===== config.mk =====
export PLATFORM = sky130hd
export DESIGN_NAME = cpu_sequencer
export DESIGN_NICKNAME = d
export VERILOG_FILES = /design/src/rtl/cpu_sequencer_pkg.sv /design/src/rtl/cpu_sequencer.sv
export SDC_FILE = /design/constraint.sdc
export NUM_CORES = 1
export LEC_CHECK = 0
export CAP_MARGIN = 20
export CORE_MARGIN = 2
export CORE_UTILIZATION = 48
export CTS_CLUSTER_DIAMETER = 200
export CTS_CLUSTER_SIZE = 28
export DETAILED_ROUTE_END_ITERATION = 7
export MAX_ROUTING_LAYER = met4
export PLACE_DENSITY_LB_ADDON = 0.1
export REMOVE_ABC_BUFFERS = 1
export SYNTH_ARGS = -nofsm -noshare
export SYNTH_HDL_FRONTEND = slang
export SYNTH_SLANG_ARGS = --single-unit

===== constraint.sdc =====
create_clock -name clk -period 3.3 [get_ports clk]
set_input_delay 0.495 -clock clk [delete_from_list [all_inputs] [get_ports clk]]
set_output_delay 0.495 -clock clk [all_outputs]
set_load 0.05 [all_outputs]

===== src/rtl/cpu_sequencer_pkg.sv =====
// cpu_sequencer_pkg: state codes, opcode constants and strobe bundle shared by the sequencer and its benches.
package cpu_sequencer_pkg;
  typedef enum logic [2:0] {
    IDLE   = 3'd0,
    FETCH  = 3'd1,
    DECODE = 3'd2,
    EXEC   = 3'd3,
    MEM    = 3'd4,
    WB     = 3'd5
  } state_e;
  localparam logic [1:0] OP_ADD = 2'b00;
  localparam logic [1:0] OP_LW  = 2'b01;
  localparam logic [1:0] OP_SW  = 2'b10;
  localparam logic [1:0] OP_J   = 2'b11;
  typedef struct packed {
    logic ir_we;
    logic pc_we;
    logic reg_we;
    logic mem_rd;
    logic mem_we;
    logic alu_src;
    logic mem_to_reg;
    logic reg_dst;
    logic branch;
  } strobes_t;
endpackage


===== src/rtl/cpu_sequencer.sv =====
// cpu_sequencer: multicycle control FSM (FETCH/DECODE/EXEC/MEM/WB) with Moore strobes and a retired counter.
// Optional single-step handshake enabled by defining SEQ_SINGLE_STEP_EN.
module cpu_sequencer
  import cpu_sequencer_pkg::*;
#(
  parameter int unsigned MEM_WAIT = 0
) (
  input  logic       clk,
  input  logic       RST,
  input  logic [1:0] opcode,
  input  logic       run,
  input  logic       step_req,
  output logic       step_ack,
  input  logic       halt_req,
  output logic       ir_we,
  output logic       pc_we,
  output logic       reg_we,
  output logic       mem_rd,
  output logic       mem_we,
  output logic       alu_src,
  output logic       mem_to_reg,
  output logic       reg_dst,
  output logic       branch,
  output logic [2:0] state,
  output logic       busy,
  output logic [7:0] retired
);
  state_e     state_q, state_d;
  logic [1:0] op_q, op_d;
  logic [2:0] wait_q, wait_d;
  logic [7:0] retired_q;
  logic       done, step_go, step_mode;
  strobes_t   s;
`ifdef SEQ_SINGLE_STEP_EN
  logic step_q, ack_q, armed_q;
  assign step_go   = state_q == IDLE && !run && !halt_req && step_req && armed_q;
  assign step_mode = step_q;
  assign step_ack  = ack_q;
  // armed_q requires step_req to be seen low in IDLE before another step may start
  always_ff @(posedge clk or negedge RST)
    if (!RST) begin
      step_q  <= 1'b0;
      ack_q   <= 1'b0;
      armed_q <= 1'b1;
    end else begin
      step_q  <= step_go ? 1'b1 : done ? 1'b0 : step_q;
      ack_q   <= done && step_q;
      armed_q <= (!step_req && state_q == IDLE) ? 1'b1 : step_go ? 1'b0 : armed_q;
    end
`else
  assign step_go   = 1'b0;
  assign step_mode = 1'b0;
  assign step_ack  = step_req & 1'b0;
`endif
  always_comb begin
    state_d = state_q;
    op_d    = op_q;
    wait_d  = wait_q;
    done    = 1'b0;
    case (state_q)
      IDLE:   state_d = ((run && !halt_req) || step_go) ? FETCH : IDLE;
      FETCH:  state_d = DECODE;
      DECODE: begin
        op_d    = opcode;
        state_d = EXEC;
      end
      EXEC: begin
        done    = op_q == OP_J;
        state_d = op_q == OP_ADD ? WB : MEM;
        wait_d  = 3'(MEM_WAIT);
      end
      MEM: begin
        wait_d  = wait_q - 3'd1;
        done    = wait_q == 3'd0 && op_q == OP_SW;
        state_d = wait_q != 3'd0 ? MEM : WB;
      end
      WB:      done = 1'b1;
      default: state_d = IDLE;
    endcase
    if (done) state_d = (run && !halt_req && !step_mode) ? FETCH : IDLE;
  end
  always_ff @(posedge clk or negedge RST)
    if (!RST) begin
      state_q   <= IDLE;
      op_q      <= OP_ADD;
      wait_q    <= 3'd0;
      retired_q <= 8'd0;
    end else begin
      state_q   <= state_d;
      op_q      <= op_d;
      wait_q    <= wait_d;
      retired_q <= retired_q + {7'd0, done};
    end
  always_comb begin
    s            = '0;
    s.ir_we      = state_q == FETCH;
    s.pc_we      = done;
    s.reg_we     = state_q == WB;
    s.mem_rd     = state_q == MEM && op_q == OP_LW;
    s.mem_we     = state_q == MEM && op_q == OP_SW;
    s.alu_src    = state_q == EXEC && (op_q == OP_LW || op_q == OP_SW);
    s.mem_to_reg = state_q == WB && op_q == OP_LW;
    s.reg_dst    = state_q == WB && op_q == OP_ADD;
    s.branch     = state_q == EXEC && op_q == OP_J;
  end
  assign {ir_we, pc_we, reg_we, mem_rd, mem_we, alu_src, mem_to_reg, reg_dst, branch} = s;
  assign state   = state_q;
  assign busy    = state_q != IDLE;
  assign retired = retired_q;
endmodule

### After elaboration in Yosys (flattened, before gate mapping)

Index checks and enable logic that the tools add are counted.

| cells by class | value |
|---|---|
| add/subtract/negate cells | 2 |
| equal/unequal tests | 9 |
| multiplexer cells | 7 |
| reduce and logical (&&, ||, !) cells | 16 |

Operator list:

| cell | count |
|---|---|
| one-hot mux 3 bit (6 select lines) | 1 |
| adder 8 x 1 -> 8 bit | 1 |
| logical AND 1 bit | 8 |
| == test 3 x 2 -> 1 bit (second input constant) | 2 |
| == test 3 bit (second input constant) | 2 |
| zero test 3 bit | 2 |
| one-hot mux 3 bit (2 select lines) | 1 |
| nonzero test 3 bit | 2 |
| == test 2 bit (second input constant) | 2 |
| == test 3 x 1 -> 1 bit (second input constant) | 1 |
| 2-to-1 mux 1 bit | 3 |
| 2-to-1 mux 3 bit | 1 |
| one-hot mux 1 bit (3 select lines) | 1 |
| subtractor 3 x 1 -> 3 bit (second input constant) | 1 |
| == test 2 x 1 -> 1 bit (second input constant) | 1 |
| zero test 2 bit | 1 |
| inequality test 2 x 1 -> 1 bit (second input constant) | 1 |
| nonzero test 2 bit | 1 |
| zero test 1 bit | 1 |
| logical OR 1 bit | 1 |

| storage, ports and cells | value |
|---|---|
| bits in registers | 16 |
| bits of input ports | 7 |
| logic and storage cells | 38 |

### Logic depth before layout (Yosys ltp)

| depth | value |
|---|---|
| depth in word-level cells | 5 |
| depth in mapped cells | 10 |
| gate-level depth less buffers | 10 |

### Least setup slack after synthesis

OpenSTA, ideal clock, no wires.

| timing path | value |
|---|---|
| kind | reg2reg |
| start point | register state_q[0], in the netlist state[0] |
| end point | register retired_q[6], in the netlist retired[6] |
| setup time | 0.141 ns |
| arrival time | 2.758 ns |
| data required time | 3.159 ns |
| path slack | 0.401 ns |
| cell stages (with the launch flop) | 9 |
| path buffers | 1 |
| cells stage by stage | dfrtp_1 -> buf_4 -> a21oi_1 -> o21ai_1 -> ha_1 -> ha_1 -> and3_1 -> nand3_1 -> xnor2_1 |

| on the way | value |
|---|---|
| word-level cells in the longest chain between the ends | 3 |
| elaborated cells on any way between the ends | 5 |
| those cells by class | add/sub: 1; eq/ne: 3; mux: 1 |

RTL lines:

| what | line | text |
|---|---|---|
| from (decl) | cpu_sequencer.sv:28 | `state_e state_q, state_d;` |
| from (signal assigned) | cpu_sequencer.sv:89 | `state_q <= state_d;` |
| == test 3 bit / == test 3 x 2 -> 1 bit (equally long branches) | cpu_sequencer.sv:60 | `case (state_q)` |
| one-hot mux 1 bit (3 select lines) (*) | cpu_sequencer.sv:60 |  |
| via pc_we | cpu_sequencer.sv:16 | `output logic pc_we,` |
| adder 8 x 1 -> 8 bit (*) | cpu_sequencer.sv:92 | `retired_q <= retired_q + {7'd0, done};` |
| to (signal assigned) | cpu_sequencer.sv:92 |  |
| to (decl) | cpu_sequencer.sv:31 | `logic [7:0] retired_q;` |

Mark *: on every way through the listed nets, which the timed path passes. The rest lies on a longest branch.
A chain may end at the register's enable or synchronous reset.

### Final worst setup path

| timing path | value |
|---|---|
| start point | register wait_q[0] |
| end point | output port pc_we |

| on the way | value |
|---|---|
| word-level cells in the longest chain between the ends | 3 |

RTL lines:

| what | line | text |
|---|---|---|
| from (decl) | cpu_sequencer.sv:30 | `logic [2:0] wait_q, wait_d;` |
| from (signal assigned) | cpu_sequencer.sv:91 | `wait_q <= wait_d;` |
| zero test 3 bit | cpu_sequencer.sv:74 | `done = wait_q == 3'd0 && op_q == OP_SW;` |
| logical AND 1 bit | cpu_sequencer.sv:74 |  |
| one-hot mux 1 bit (3 select lines) | cpu_sequencer.sv:60 |  |
| to (decl) | cpu_sequencer.sv:16 |  |

Every way passes these cells.

==> results.py <==
metrics = {
    "critical_path": {
        "path_class": "reg2out",
        "arrival_ps": 2330,
        "end_kind": "output port",
        "path_cells": "inv_1, ha_1, ha_1, a21oi_1, o21ai_1, clkdlybuf4s50_1",
        "slowest_delay_ps": 870,
        "start_kind": "register",
        "r2r-end": "retired[6]$_DFF_PN0_",
        "endpoint": "pc_we",
        "path_max_fanout": 4,
        "cp_slowest_cell": "clkdlybuf4s50_1",
        "critical_path.startpoint": "wait_q[0]$_DFFE_PN0N_",
        "cp_common_cell": "ha_1",
        "r2r_slack_ps": 1130,
        "reg2regPathDepth": 10,
        "rr_startpoint": "wait_q[0]$_DFFE_PN0N_",
        "required_ps": 2800,
    },
    "die": {
        "chipWidth_um": 47.7,
        "die_h_um": 47.7,
        "io_pins": 29,
        "rows": 15,
        "die-area_um2": 2270,
        "coreArea_um2": 1760,
        "start_util": 0.519,
    },
    "final_layout": {
        "nets": 128,
        "fin_area_um2": 1200,
        "diodes": 0,
        "drive_above_1_share": 0.0811,
        "fill_cells": 174,
        "syn_to_final_growth_pct": 31.3,
        "fin_util": 0.682,
    },
    "timing": {
        "hold_viol": 0,
        "rsz0062_at_grt": "false",
        "period_needed_ps": 2820,
        "fin_crit_sh": 0.855,
        "setup_viol": 0,
        "fin_skew_ps": 5.68,
        "tns_ps": 0,
        "relSlewSlack": 0.531,
        "fmax_mhz": 354,
        "slew_viol_final": 0,
        "worst_pin_slew_ps": 702,
    },
    "route": {
        "wl_mm": 1.76,
        "post_drt_wl_per_cell_um": 12.9,
        "viasPerCell": 5.13,
        "drtIter0Drc": 4,
        "firstDrtPassIters": 3,
        "drc": 0,
        "drt.antenna.violating_nets": 0,
        "vias": 698,
    },
    "synthesis": {
        "synth_area_leaders": "dfrtp_1, ha_1, and3_1",
        "synth_cell_types": 31,
        "synth_area_leader_cell": "dfrtp_1",
        "ys_ff_latch": 16,
        "synth_edf_count": 0,
        "synth-main-ff-cell": "dfrtp_1",
        "postSynthAreaPerCell_um2": 10.6,
        "yosysWarnings": 0,
        "synth_top_area_share": 0.437,
        "syn_inst": 86,
        "async_reset_ff_frac": 1.00,
        "ys_seq_area_frac": 0.437,
        "netlist_area_um2": 916,
    },
    "cts": {
        "ctsResizeCount": 0,
        "tritoncts": "yes",
        "clock_latency_ps": 280,
        "numCtsBuffers": 3,
        "postCtsSetupBuffers": 0,
        "root_buffer": "clkbuf_4",
        "clock-sinks": 16,
        "htreeDepth": 1,
        "cts.clk_slew.worst_paths_ps": 90,
        "cts_hold_buffers": 0,
        "cts_buffer_depth": 2,
    },
    "pwr": {
        "peakVddDrop_mv": 0.570,
        "cellPowerDensity_nw_per_um2": 954,
        "finalPower_w": 0.00115,
        "pwr-share-seq": 0.327,
        "swShare": 0.503,
        "leakage_nw": 0.567,
        "switching_power_w": 0.000577,
        "p_int_w": 0.000570,
        "p_comb_frac": 0.587,
        "clkPwrFrac": 0.086,
    },
    "place": {
        "portBuffers": 26,
        "postPlaceCellArea_um2": 1180,
        "place_congestion": 0.734,
        "dp_hpwl_mm": 1.29,
    },
    "global_routing": {
        "grt_pass1_vias": 697,
        "grt_pass1_wl_mm": 2.94,
        "overflow": 0,
        "antenna_found_initial": 0,
        "grt_max_degree": 19,
        "grt_usage": 0.193,
    },
    "hold_path": {
        "holdCritStartpoint": "retired[7]$_DFF_PN0_",
        "hold_path.class": "reg2reg",
    },
    "run": {
        "drv_cap": 0,
    },
    "status": {
        "status": "completed",
    },
}
## power by group through the flow
stage,Combinational (W),Sequential (W),Clock (W)
6_report,0.000674,0.000375,0.0000986
5_1_grt,0.000732,0.000391,0.000112
4_1_cts,0.000679,0.000376,0.000101
3_5_place_dp,0.000674,0.000380,0
3_3_place_gp,0.000662,0.000373,0
2_1_floorplan,0.000349,0.000492,0
## cells in the final DEF, fill, tap and decap left out
| cell type | count |
|---|---|
| nor2_2 | 1 |
| nor3b_1 | 1 |
| clkbuf_4 | 3 |
| a311oi_1 | 2 |
| o21ai_1 | 1 |
| inv_1 | 6 |
| clkdlybuf4s50_1 | 26 |
| o2bb2ai_1 | 1 |
| nand4_1 | 1 |
| nor2b_2 | 1 |
| conb_1 | 1 |
| nor2b_1 | 2 |
| nand2b_1 | 2 |
| dfrtp_1 | 16 |
| and2_1 | 2 |
| mux2_4 | 2 |
| nor2b_4 | 1 |
| nand3_1 | 2 |
| o211ai_1 | 1 |
| ha_1 | 8 |
| xnor2_1 | 5 |
| o21a_1 | 1 |
| nand2_1 | 3 |
| a21oi_1 | 4 |
| and3_1 | 7 |
| or3_1 | 1 |
| nand4b_2 | 1 |
| xor2_1 | 2 |
| mux2i_1 | 1 |
| a32oi_1 | 1 |
| nor2_1 | 5 |
## worst min-delay path by stage
stage	endpoint	slack (ps)	cells past startpoint
3_3_place_gp	retired[7]$_DFF_PN0_	460	1
4_1_cts	retired[7]$_DFF_PN0_	480	1
5_1_grt	retired[7]$_DFF_PN0_	510	1
3_5_place_dp	retired[7]$_DFF_PN0_	460	1
2_1_floorplan	op_q[0]$_DFFE_PN0N_	200	0
6_report	retired[7]$_DFF_PN0_	470	1
## final cells by class
cell class	count	area [um^2]	share of cell area
Multi-Input combinational cell	60	465	0.387
Sequential cell	16	400	0.333
Timing Repair Buffer	26	260	0.216
Tap cell	25	31.3	0.0260
Clock buffer	3	22.5	0.0187
Inverter	6	22.5	0.0187
## worst max-delay path, delay by kind of cell, from the launching register on
family / cells / cell delay (ps)
AO/OA/AOI/OAI: 2 / 380
flip-flops: 1 / 410
adder cells (fa/ha/maj): 2 / 310
buffers and inverters: 2 / 940
## metal layers
layer	part of all wire	global-route usage
met3	0.065	0.0528
met1	0.46	0.232
met2	0.47	0.312
met5	0	-
met4	0.0080	0.0649
## cells in the mapped netlist, types with 2 or more instances
cell / n
a311oi_1: 2
xor2_1: 2
dfrtp_1: 16
and2_1: 2
nand2_1: 3
inv_1: 6
buf_4: 3
nand2b_1: 2
nor2b_1: 2
and3_1: 7
mux2_4: 2
xnor2_1: 5
nor2_1: 5
ha_1: 8
a21oi_1: 4
nand3_1: 2
## logic make-up after synthesis
kind of cell | share of synthesized area
AO/OA/AOI/OAI | 0.0820
XOR/XNOR | 0.0669
adder cells (fa/ha/maj) | 0.109
buffers and inverters | 0.0546
flip-flops | 0.437
multiplexers | 0.0437
other | 0.00409
AND/OR/NAND/NOR | 0.202
## flip-flops by register name (all words and copies together), names as in the netlist
signal	flops
wait_q	3
retired	8
state	3
op_q	2
## per-stage QoR
| stage | worst slack, ps | cells | hold slack, ps |
|---|---|---|---|
| after CTS | 462 | 136 | 479 |
| final | 479 | 136 | 473 |
| after global routing | 319 | 136 | 510 |
| after detailed placement | 797 | 133 | 462 |
| after global placement | 810 | 133 | 461 |
| after floorplan | 365 | 82 | 199 |
Note: power is estimated with default switching activity, not from simulation.
